===== config.mk =====
export PLATFORM = sky130hd
export DESIGN_NAME = pc_sequencer
export DESIGN_NICKNAME = d
export VERILOG_FILES = /design/src/rtl/pc_sequencer.sv
export SDC_FILE = /design/constraint.sdc
export NUM_CORES = 1
export LEC_CHECK = 0
export BUFFER_PORTS_ARGS = -buffer_cell sky130_fd_sc_hd__buf_2
export CAP_MARGIN = 20
export CORE_AREA = 8 8 50 52
export DETAILED_ROUTE_END_ITERATION = 8
export DIE_AREA = 0 0 58 60
export PLACE_DENSITY_LB_ADDON = 0.25
export SETUP_SLACK_MARGIN = 0.02
export SYNTH_ARGS = -nofsm -noshare
export SYNTH_HDL_FRONTEND = slang
export SYNTH_SLANG_ARGS = --single-unit

===== constraint.sdc =====
create_clock -name CLK -period 1.9 [get_ports CLK]
set_input_delay 0.095 -clock CLK [delete_from_list [all_inputs] [get_ports CLK]]
set_output_delay 0.095 -clock CLK [all_outputs]
set_load 0.05 [all_outputs]

===== src/rtl/pc_sequencer.sv =====
// pc_sequencer: next-PC controller for the pipelined MIPS core.
// Arbitrates fetch advance against cache stalls, load-use bubbles, control
// redirects and halt. A redirect that cannot be taken immediately is held in
// pend_q and replayed once fetch can advance.
// Optional build macro: PC_SEQ_PERF_EN adds stall_cycles / redirect_count.
//
//   state  | meaning
//   RUN    | normal fetch; redirects taken with zero latency
//   WAIT_D | data access outstanding; PC and IF/ID held until dhit
//   WAIT_I | redirect pending in pend_q; replayed on the next advance
//   HALTED | core stopped; only reset exits
module pc_sequencer #(
  parameter int WAIT_LIMIT = 64,
  parameter int PERF_W     = 32
) (
  input  logic       CLK,
  input  logic       nRST,
  input  logic       ihit,
  input  logic       dhit,
  input  logic       dmem_req,
  input  logic       load_use,
  input  logic       br_taken,
  input  logic       jmp,
  input  logic       jr,
  input  logic       halt,
  output logic       pc_en,
  output logic [2:0] PCSrc,
  output logic       stall_ifid,
  output logic       flush_ifid,
  output logic       flush_idex,
  output logic       halted,
  output logic       timeout
`ifdef PC_SEQ_PERF_EN
  ,
  output logic [PERF_W-1:0] stall_cycles,
  output logic [PERF_W-1:0] redirect_count
`endif
);

  typedef enum logic [1:0] {RUN, WAIT_D, WAIT_I, HALTED} state_e;

  localparam int WDOG_W = (WAIT_LIMIT > 0) ? $clog2(WAIT_LIMIT + 1) : 1;
  localparam logic [WDOG_W-1:0] WDOG_MAX = WDOG_W'(WAIT_LIMIT);

  state_e            state_q, state_d;
  logic [2:0]        pend_q, pend_d;
  logic [WDOG_W-1:0] wdog_q, wdog_d;
  logic              timeout_q, timeout_d;

  logic       mem_stall, adv, redir, in_wait, run_like;
  logic [2:0] src;

  assign mem_stall = dmem_req & ~dhit;
  assign adv       = ihit & ~mem_stall;
  assign redir     = br_taken | jr | jmp;
  // Branch wins over JR, JR over J; losers in the same cycle are dropped.
  assign src       = br_taken ? 3'd1 : (jr ? 3'd3 : 3'd2);
  assign in_wait   = (state_q == WAIT_D) || (state_q == WAIT_I);
  // The dhit cycle of WAIT_D is handled exactly like a RUN cycle.
  assign run_like  = (state_q == RUN) || ((state_q == WAIT_D) && dhit);

  // State, pending redirect and watchdog registers.
  always_ff @(posedge CLK or negedge nRST) begin
    if (!nRST) begin
      state_q   <= RUN;
      pend_q    <= 3'd0;
      wdog_q    <= '0;
      timeout_q <= 1'b0;
    end else begin
      state_q   <= state_d;
      pend_q    <= pend_d;
      wdog_q    <= wdog_d;
      timeout_q <= timeout_d;
    end
  end

  // Watchdog: saturating count of consecutive wait-state cycles; sticky flag.
  always_comb begin
    wdog_d    = '0;
    timeout_d = timeout_q;
    if (in_wait) begin
      wdog_d = (wdog_q == WDOG_MAX) ? wdog_q : wdog_q + WDOG_W'(1);
      if ((WAIT_LIMIT != 0) && (wdog_d == WDOG_MAX)) timeout_d = 1'b1;
    end
  end

  // Next-state and output decode; outputs are held low during reset.
  always_comb begin
    state_d    = state_q;
    pend_d     = pend_q;
    pc_en      = 1'b0;
    PCSrc      = 3'd0;
    stall_ifid = 1'b0;
    flush_ifid = 1'b0;
    flush_idex = 1'b0;
    halted     = (state_q == HALTED);
    timeout    = timeout_q;
    if (run_like) begin
      if (mem_stall) begin
        stall_ifid = 1'b1;
        if (redir) begin
          pend_d  = src;
          state_d = WAIT_I;
        end else begin
          state_d = WAIT_D;
        end
      end else if (redir) begin
        if (ihit) begin
          pc_en      = 1'b1;
          PCSrc      = src;
          flush_ifid = 1'b1;
          flush_idex = 1'b1;
          state_d    = RUN;
        end else begin
          pend_d  = src;
          state_d = WAIT_I;
        end
      end else if (load_use) begin
        stall_ifid = 1'b1;
        flush_idex = 1'b1;
        state_d    = RUN;
      end else if (halt) begin
        flush_ifid = 1'b1;
        state_d    = HALTED;
      end else begin
        pc_en   = ihit;
        state_d = RUN;
      end
    end else begin
      unique case (state_q)
        WAIT_D: stall_ifid = 1'b1;
        WAIT_I: begin
          if (adv) begin
            pc_en      = 1'b1;
            PCSrc      = pend_q;
            flush_ifid = 1'b1;
            flush_idex = 1'b1;
            state_d    = RUN;
          end else begin
            stall_ifid = 1'b1;
          end
        end
        HALTED: stall_ifid = 1'b1;
        default: state_d = RUN;
      endcase
    end
    if (!nRST) begin
      pc_en      = 1'b0;
      PCSrc      = 3'd0;
      stall_ifid = 1'b0;
      flush_ifid = 1'b0;
      flush_idex = 1'b0;
      halted     = 1'b0;
      timeout    = 1'b0;
    end
  end

`ifdef PC_SEQ_PERF_EN
  logic [PERF_W-1:0] stall_cnt_q, redir_cnt_q;

  // Saturating performance counters for stalls and taken redirects.
  always_ff @(posedge CLK or negedge nRST) begin
    if (!nRST) begin
      stall_cnt_q <= '0;
      redir_cnt_q <= '0;
    end else begin
      if (!pc_en && (state_q != HALTED) && (stall_cnt_q != '1))
        stall_cnt_q <= stall_cnt_q + PERF_W'(1);
      if (pc_en && (PCSrc != 3'd0) && (redir_cnt_q != '1))
        redir_cnt_q <= redir_cnt_q + PERF_W'(1);
    end
  end

  assign stall_cycles   = stall_cnt_q;
  assign redirect_count = redir_cnt_q;
`else
  logic [PERF_W-1:0] perf_unused;
  assign perf_unused = '0;
`endif

endmodule


==> impl_metrics.tcl, run 1 <==
set metrics [dict create \
    drive_above_1_share_pct 31.1 \
    fp.dieH_um 60 \
    dp_hpwl_mm 1.48 \
    min_path_type "in -> reg" \
    cts_buffers 3 \
    grt_pass1_vias 773 \
    grt_max_degree 16 \
    ys_ff_latch 12 \
    rows 16 \
    synthTopCellsByArea "dfrtp_1 35%, ha_1 8.6%, or3_1 3.6%, a21oi_1 3.5%, a31oi_1 2.9%" \
    wirelength_mm 1.88 \
    required_ps 1800 \
    pwr-share-clk_pct 16.7 \
    crit_type "reg -> out" \
    io_buffers 17 \
    htree_num_levels 1 \
    drv_cap 0 \
    switching_share_pct 39.4 \
    slew_viol_final 0 \
    synth_top_area_share_pct 34.5 \
    p_sw_uw 344 \
    powerDensity_nw_per_um2 780 \
    netlist_top_cells_count "12 x dfrtp_1, 6 x a21oi_1, 6 x ha_1, 6 x nand2_1, 6 x nor2_1" \
    antenna_found_initial 0 \
    clkSinkCount 12 \
    yosysWarnings 0 \
    antenna_left 0 \
    internal_power_uw 530 \
    crit_fanout 6 \
    multi_input_area_um2 594 \
    drcViolationCount 0 \
    yosys.area.top_type "dfrtp_1" \
    max_freq_mhz 546 \
    final_hold_viol_count 0 \
    viasPerCell 5.64 \
    finalCriticalPeriod_ps 1830 \
    routedWlPerCell_um 13.4 \
    synthArstFlopShare_pct 100 \
    synth-edff-count 0 \
    grt_usage_pct 11.5 \
    root_buffer "clkbuf_4" \
    status "complete, no violations" \
    synth_area_per_cell_um2 8.87 \
    synthCells 98 \
    area_delta_synth_final_pct 28.9 \
    grt_overflow 0 \
    synthesis.nets 114 \
    power_frac_seq_pct 37.4 \
    rsz0062_at_grt "yes" \
    dr.pass1.iters 5 \
    ys_seq_area_share_pct 34.5 \
    insertedDiodeCount 0 \
    synth_area_um2 870 \
    synth_flop_cell "dfrtp_1" \
    cts_tree "built" \
    cp-end-kind "primary output" \
    nNetsFinal 140 \
    grt_pass1_wl_mm 3.17 \
    pre_cts_slack_ps 136 \
    dieArea_um2 3480 \
    pwr-share-comb_pct 46.0 \
    globalplace.congestion 0.814 \
    cts.clk_slew.worst_paths_ps 70 \
    coreArea_um2 1800 \
    vdd_drop_max_v 0.000564 \
    vias 790 \
    die_w_um 58 \
    yosysMostFrequentCell "dfrtp_1" \
    fin_worst_skew_ps 2.91 \
    worst-endpoint-arrival_ps 1740 \
    fin_crit_sh_pct 96.3 \
    cts_max_path_buffers 2 \
    register_area_um2 300 \
    start_util_pct 48.3 \
    ys_types 41 \
    total_power_uw 874 \
    setup_viol 0 \
    static-leakage-power_uw 0.000524 \
    clock_latency_ps 260 \
    drtIter0Drc 14 \
    setup_slack_ps 69.4 \
    io_pins 19 \
    critPathLaunchType "register" \
    fillCellCount 153 \
]
==> stage by stage <==
| step | setup TNS, ps | cells | util [%] | area, um^2 | hold WS [ps] |
|---|---|---|---|---|---|
| floorplan | -23.9 | 98 | - | 877 | -201 |
| global placement | 0 | 133 | 54.8 | 987 | 58.6 |
| detailed placement | 0 | 133 | 54.8 | 987 | 58.1 |
| CTS | 0 | 139 | 60.3 | 1090 | 51.7 |
| global route | -1.49 | 140 | 62.2 | 1120 | 52.2 |
| finish | 0 | 140 | 62.2 | 1120 | 64.5 |
==> cell usage in the layout (no fill, tap or decap), types with 2 or more instances in the layout <==
master,netlist,routed
nand3b_1,2,2
nand2_1,6,6
clkbuf_4,0,4
nand3_1,4,4
ha_1,6,4
buf_2,1,11
ha_4,0,2
a21boi_1,2,2
a21oi_2,0,2
nor2_1,6,6
and2_1,3,3
xor2_1,2,2
a21oi_1,6,3
o2bb2ai_1,2,2
dfrtp_1,12,12
or3_1,5,5
buf_4,1,6
a31oi_1,4,4
o21ai_0,5,5
nand2b_1,2,2
buf_6,0,4
inv_1,5,4
nor3_1,2,2
==> worst paths after layout <==
check / startpoint / endpoint / slack [ps] / cells after the start
worst max-delay path: state_q[1] / PCSrc[0] / 70 / 6
worst min-delay path: br_taken / pend_q[1] / 60 / 2
worst max register to register: wdog_q[0] / timeout_q / 300 / 5
worst min register to register: timeout_q / timeout_q / 490 / 1
max in group asynchronous: nRST / state_q[1] / 1400 / 3
min in group asynchronous: nRST / pend_q[1] / 330 / 3
==> logic make-up after synthesis <==
kind of cell / after synthesis / synth area share (%)
muxes: 1 / 1.15
DFF: 12 / 34.5
xor gates and xnor gates: 3 / 3.02
adders and majority gates: 6 / 8.63
and+or+nand+nor: 39 / 26.2
other: 1 / 0.431
buffers and inverters: 7 / 3.60
AOI/OAI and AO/OA: 29 / 22.4
==> worst max-delay path: stages, from the launching register on <==
cell and delay (ps):
dfrtp_1 420, inv_2 110, ha_4 160, a21oi_4 80, or3_1 390, a21oi_2 140
buf_6 170
==> power by group through the flow <==
stage / registers [uW] / clock network [uW] / logic, uW
finish: 327 / 146 / 402
detailed placement: 331 / 0 / 336
CTS: 327 / 156 / 375
floorplan: 322 / 0 / 255
global route: 331 / 166 / 443
global placement: 329 / 0 / 333
==> per-layer routing <==
metal,track usage (%),share of wire (%)
met5,0,0
met4,5.94,1.2
met3,3.44,7.4
met2,20.7,52
met1,11.7,39
==> state kept, by name (all words and copies together), names as in the netlist <==
register	cells
pend_q	2
state_q	2
timeout_q	1
wdog_q	7
==> what timing repair did <==
action                                 CTS  global route
buffers inserted                         2             1
hold buffers                             1             0
endpoints found under the hold margin   12             0
pin swaps                                0             4
gates resized for setup                 13             8
setup endpoints to repair                6             6
==> area by class of cell <==
class                   instances  share of cell area (%)
multi-input cells              79                    53.0
inverters                       5                    1.67
clock buffers                   3                    2.01
well taps                      18                    2.01
flip-flops and latches         12                    26.8
repair buffers                 23                    14.5
Power figures use the tool's default switching activity.
==> run 2: changes to the inputs <==
Settings changed: CELL_PAD_IN_SITES_DETAIL_PLACEMENT set to 1, CELL_PAD_IN_SITES_GLOBAL_PLACEMENT set to 1, CORE_AREA 8 8 50 52 to 8 8 57 59, DIE_AREA 0 0 58 60 to 0 0 65 67.
==> run 2 against run 1 <==
Power up 8.2%; clock skew down 2.5 ps; critical path depth unchanged; flip-flop and latch count unchanged.
==> impl_metrics.tcl, run 2 (synthesis gave the netlist of run 1 again) <==
set metrics [dict create \
    fillCellCount 287 \
    setup_viol 0 \
    utilization_pct 48.4 \
    drtIter0Drc 26 \
    start_util_pct 36.8 \
    path_buf_inv 2 \
    hold_path_depth 2 \
    dp_hpwl_mm 1.79 \
    cts.clk_slew.worst_paths_ps 70 \
    die_w_um 65 \
    dr.pass1.iters 4 \
    register_area_um2 300 \
    vias 830 \
    worst-endpoint-arrival_ps 1790 \
    critPathLaunchType "register" \
    antenna_found_initial 0 \
    status "complete, no violations" \
    io_buffers 17 \
    static-leakage-power_uw 0.000536 \
    postLayoutCellArea_um2 1140 \
    grt_usage_pct 12.0 \
    drive_above_1_share_pct 32.3 \
    grt_pass1_vias 885 \
    largest_reg_flops 7 \
    crit_type "reg -> out" \
    grt_overflow 0 \
    finalCriticalPeriod_ps 1890 \
    required_ps 1800 \
    layout_common_cells "13 x buf_2, 12 x dfrtp_1, 6 x nand2_1, 6 x nor2_1" \
    final_hold_viol_count 0 \
    root_buffer "clkbuf_4" \
    globalplace.congestion 0.760 \
    vdd_drop_max_v 0.000572 \
    dieArea_um2 4360 \
    grt_max_degree 12 \
    rows 18 \
    cts_max_path_buffers 2 \
    fin_crit_sh_pct 99.3 \
    critPathMaxStageDelay_ps 420 \
    crit_cells 6 \
    crit_path_cell_trace "buf_6 -> ha_4 -> a21oi_4 -> o31a_1 -> o21a_1 -> buf_6" \
    multi_input_area_um2 586 \
    powerDensity_nw_per_um2 827 \
    total_power_uw 946 \
    viasPerCell 5.39 \
    slowest_stage "dfrtp_1" \
    cp-end-kind "primary output" \
    clkSinkCount 12 \
    cts_tree "built" \
    place_area_um2 1000 \
    antenna_left 0 \
    coreArea_um2 2360 \
    top_register "wdog_q" \
    routedWlPerCell_um 15.3 \
    io_pins 19 \
    area_delta_synth_final_pct 31.5 \
    drv_cap 0 \
    max_freq_mhz 530 \
    min_path_type "in -> reg" \
    dpl.cell_count 145 \
    nNetsFinal 141 \
    insertedDiodeCount 0 \
    htree_num_levels 1 \
    largest_registers "wdog_q x7, pend_q x2, state_q x2" \
    wirelength_mm 2.36 \
    rsz0062_at_grt "yes" \
    clock_latency_ps 280 \
    r2r_cells 6 \
    layout_commonest_cell "buf_2" \
    fin_worst_skew_ps 0.360 \
    crit_top_cell "buf_6" \
    cts_buffers 3 \
    crit_family "compound AO/OA/AOI/OAI gates" \
    drcViolationCount 0 \
    setup_tns_ps 0 \
    grt_pass1_wl_mm 4.12 \
    crit_fanout 8 \
    fp.dieH_um 67 \
    finalNonFillerCells 154 \
    slew_viol_final 0 \
]
-- run 2: changes by cell type in the layout (fill, tap and decap cells not counted) --
cell      delta
a21o_1       +1
a21o_2       -1
buf_2        +2
buf_4        -1
clkbuf_8     +1
inv_1        -1
inv_2        +1
o21ai_2      +1
o21ai_4      -1
-- run 2: final cells by class --
| cell class | instances | share of cell area [%] |
|---|---|---|
| repair buffers | 24 | 14.4 |
| clock buffers | 4 | 3.17 |
| inverters | 5 | 1.64 |
| multi-input cells | 79 | 51.2 |
| flip-flops and latches | 12 | 26.3 |
| well taps | 30 | 3.28 |
-- run 2: final timing paths --
kind	start	to	slack [ps]
worst min-delay path	br_taken	pend_q[1]	40
min in group asynchronous	nRST	pend_q[1]	160
worst min register to register	timeout_q	timeout_q	470
worst max register to register	state_q[0]	state_q[0]	280
max in group asynchronous	nRST	wdog_q[0]	1380
worst max-delay path	state_q[0]	stall_ifid	10
-- run 2: per-stage QoR --
step	setup slack [ps]	hold WS [ps]
6_report	13.0	36.6
3_3_place_gp	91.1	-75.5
3_5_place_dp	6.17	-72.7
5_1_grt	-48.1	43.0
2_1_floorplan	-11.9	-201
4_1_cts	35.4	40.1
-- run 2: report_power, final --
group | leakage, uW | switching (uW) | internal, uW
Sequential | 0.000159 | 36.1 | 291
Combinational | 0.000355 | 249 | 164
Clock | 0.0000210 | 89.3 | 117
Total | 0.000536 | 374 | 571
-- run 2: layer usage --
layer  vias to the layer above  share of wire [%]  routed length [um]  track usage, %
li1                        404                  -                   -               -
met1                       406                 41                 978            12.6
met2                        15                 51                1190            20.1
met3                         5                6.1                 143            4.19
met4                         0                1.8                  42            7.90
met5                         -                  0                   0               0
-- run 2: repair_timing --
| item | CTS | global route |
|---|---|---|
| setup endpoints to repair | 6 | 6 |
| endpoints found under the hold margin | 12 | 0 |
| pin swaps | 0 | 5 |
| resized for setup | 12 | 5 |
| hold buffers | 1 | 0 |
| buffers inserted | 3 | 1 |
-- run 2: worst reg2reg max path, cell delays in order (launching register included) --
cell and delay, ps:
dfrtp_1 410, inv_2 80, ha_1 210, a21boi_1 130, o31a_1 290, buf_4 150
a22o_1 240
==> run 3: changes to the inputs <==
Settings changed: CORE_AREA 8 8 57 59 to 2 2 51 53, DIE_AREA 0 0 65 67 to 0 0 53 55, GPL_TIMING_DRIVEN set to 0, PLACE_DENSITY set to 0.76, PLACE_DENSITY_LB_ADDON 0.25 to not set.
==> run 3 against run 2 <==
Non-clock buffer count down 1; clock power hardly changed; critical path depth stayed put; worst hold slack improved by 15 ps; sequential power about the same; global-route usage increased by 4.2 points; via count shrank 0.36%; utilization increased by 0.85 points; critical path type unchanged.
==> impl_metrics.tcl, run 3 (synthesis gave the netlist of run 1 again) <==
set metrics [dict create \
    crit_family "compound AO/OA/AOI/OAI gates" \
    io_buffers 17 \
    dp_hpwl_mm 1.74 \
    nNetsFinal 140 \
    htree_num_levels 1 \
    rsz0062_at_grt "yes" \
    path_buf_inv 2 \
    dieArea_um2 2920 \
    powerDensity_nw_per_um2 825 \
    fp.dieH_um 55 \
    wirelength_mm 2.17 \
    required_ps 1800 \
    io_pins 19 \
    critPathMaxStageDelay_ps 420 \
    grt_overflow 0 \
    slowest_stage "dfrtp_1" \
    grt_max_degree 17 \
    crit_fanout 3 \
    final_hold_viol_count 0 \
    utilization_pct 49.2 \
    r2r_cells 5 \
    finalCriticalPeriod_ps 1860 \
    start_util_pct 36.8 \
    critPathLaunchType "register" \
    cts_tree "built" \
    cts_buffers 3 \
    min_from "br_taken" \
    cts.clk_slew.worst_paths_ps 80 \
    layout_commonest_cell "buf_2" \
    largest_reg_flops 7 \
    vdd_drop_max_v 0.000417 \
    worst-endpoint-arrival_ps 1770 \
    cts_max_path_buffers 2 \
    drtIter0Drc 6 \
    crit_type "reg -> out" \
    setup_viol 0 \
    slew_viol_final 0 \
    max_freq_mhz 536 \
    grt_pass1_wl_mm 3.37 \
    root_buffer "clkbuf_4" \
    rr_startpoint "wdog_q[0]" \
    routedWlPerCell_um 14.2 \
    clock_latency_ps 280 \
    fin_crit_sh_pct 98.1 \
    min_path_type "in -> reg" \
    coreArea_um2 2360 \
    drive_above_1_share_pct 35.0 \
    vias 827 \
    drcViolationCount 0 \
    grt_pass1_vias 800 \
    status "complete, no violations" \
    crit_path_cell_trace "buf_6 -> ha_4 -> a21boi_1 -> o31a_1 -> o21a_1 -> buf_6" \
    globalplace.congestion 0.759 \
    drv_cap 0 \
    area_delta_synth_final_pct 33.8 \
    hold_path_depth 2 \
    grt_usage_pct 16.2 \
    ff2ff_setup_slack_ps 280 \
    top_register "wdog_q" \
    die_w_um 53 \
    largest_registers "wdog_q x7, pend_q x2, state_q x2" \
    antenna_found_initial 0 \
    layout_common_cells "13 x buf_2, 11 x dfrtp_1, 6 x nand2_1, 6 x nor2_1" \
    cp-end-kind "primary output" \
    worstHoldEndpoint "pend_q[1]" \
    fin_worst_skew_ps 2.76 \
    antenna_left 0 \
    clkSinkCount 12 \
    worstReg2RegEnd "timeout_q" \
    static-leakage-power_uw 0.000531 \
    viasPerCell 5.41 \
    crit_top_cell "buf_6" \
    fin_hold_ws_ps 52.1 \
    dr.pass1.iters 4 \
    rows 18 \
    insertedDiodeCount 0 \
]
[run 3: how the worst max path moves through the flow]
stage	startpoint	end	slack, ps	depth (start not counted)
6_report	state_q[1]	stall_ifid	40	6
5_1_grt	state_q[1]	stall_ifid	-50	6
4_1_cts	state_q[0]	stall_ifid	30	6
3_5_place_dp	state_q[1]	stall_ifid	2	6
3_3_place_gp	state_q[0]	stall_ifid	-6	6
2_1_floorplan	state_q[1]	flush_idex	-10	5
[run 3: metal layers]
metal,GRT usage (%),up-vias,wire (um)
li1,-,404,-
met1,16.5,393,816
met2,32.9,22,1190
met3,1.88,8,107
met4,7.26,0,53
met5,0,-,0
[run 3: area by class of cell]
cell class | count | area [um^2]
fillers | 297 | 1200
multi-input cells | 79 | 612
flip-flops and latches | 12 | 302
repair buffers | 21 | 145
well taps | 30 | 37.5
clock buffers | 4 | 36.3
inverters | 5 | 18.8
plain buffers | 2 | 12.5
[run 3: report_power, final]
part | internal, uW | total, uW | switching, uW | leakage [uW]
clock | 117 | 208 | 91.6 | 0.0000210
combinational | 172 | 423 | 251 | 0.000352
sequential | 291 | 329 | 38.4 | 0.000158
[run 3: metrics by stage]
step	instances	power, uW	area, um^2	worst slack [ps]	setup TNS, ps
after global routing	153	1030	1160	-45.8	-92.3
after detailed placement	145	680	1000	1.79	0
after floorplan	98	577	877	-11.9	-23.9
final	153	960	1160	35.5	0
after global placement	145	660	1000	-6.46	-6.46
after CTS	151	947	1120	33.4	0
[run 3: repair_timing]
action	4_1_cts	5_1_grt
gates resized for setup	17	7
hold buffers	1	0
hold endpoints to repair	12	0
pin swaps	1	7
setup endpoints to repair	6	6
buffers inserted	1	2
[run 3: worst register-to-register path: cells and delay by family, from the launching register on]
kind                     cells  cell delay (ps)
flip-flops                   1              440
AND/OR/NAND/NOR              2              540
AO/OA/AOI/OAI                2              320
adder cells (fa/ha/maj)      1              270
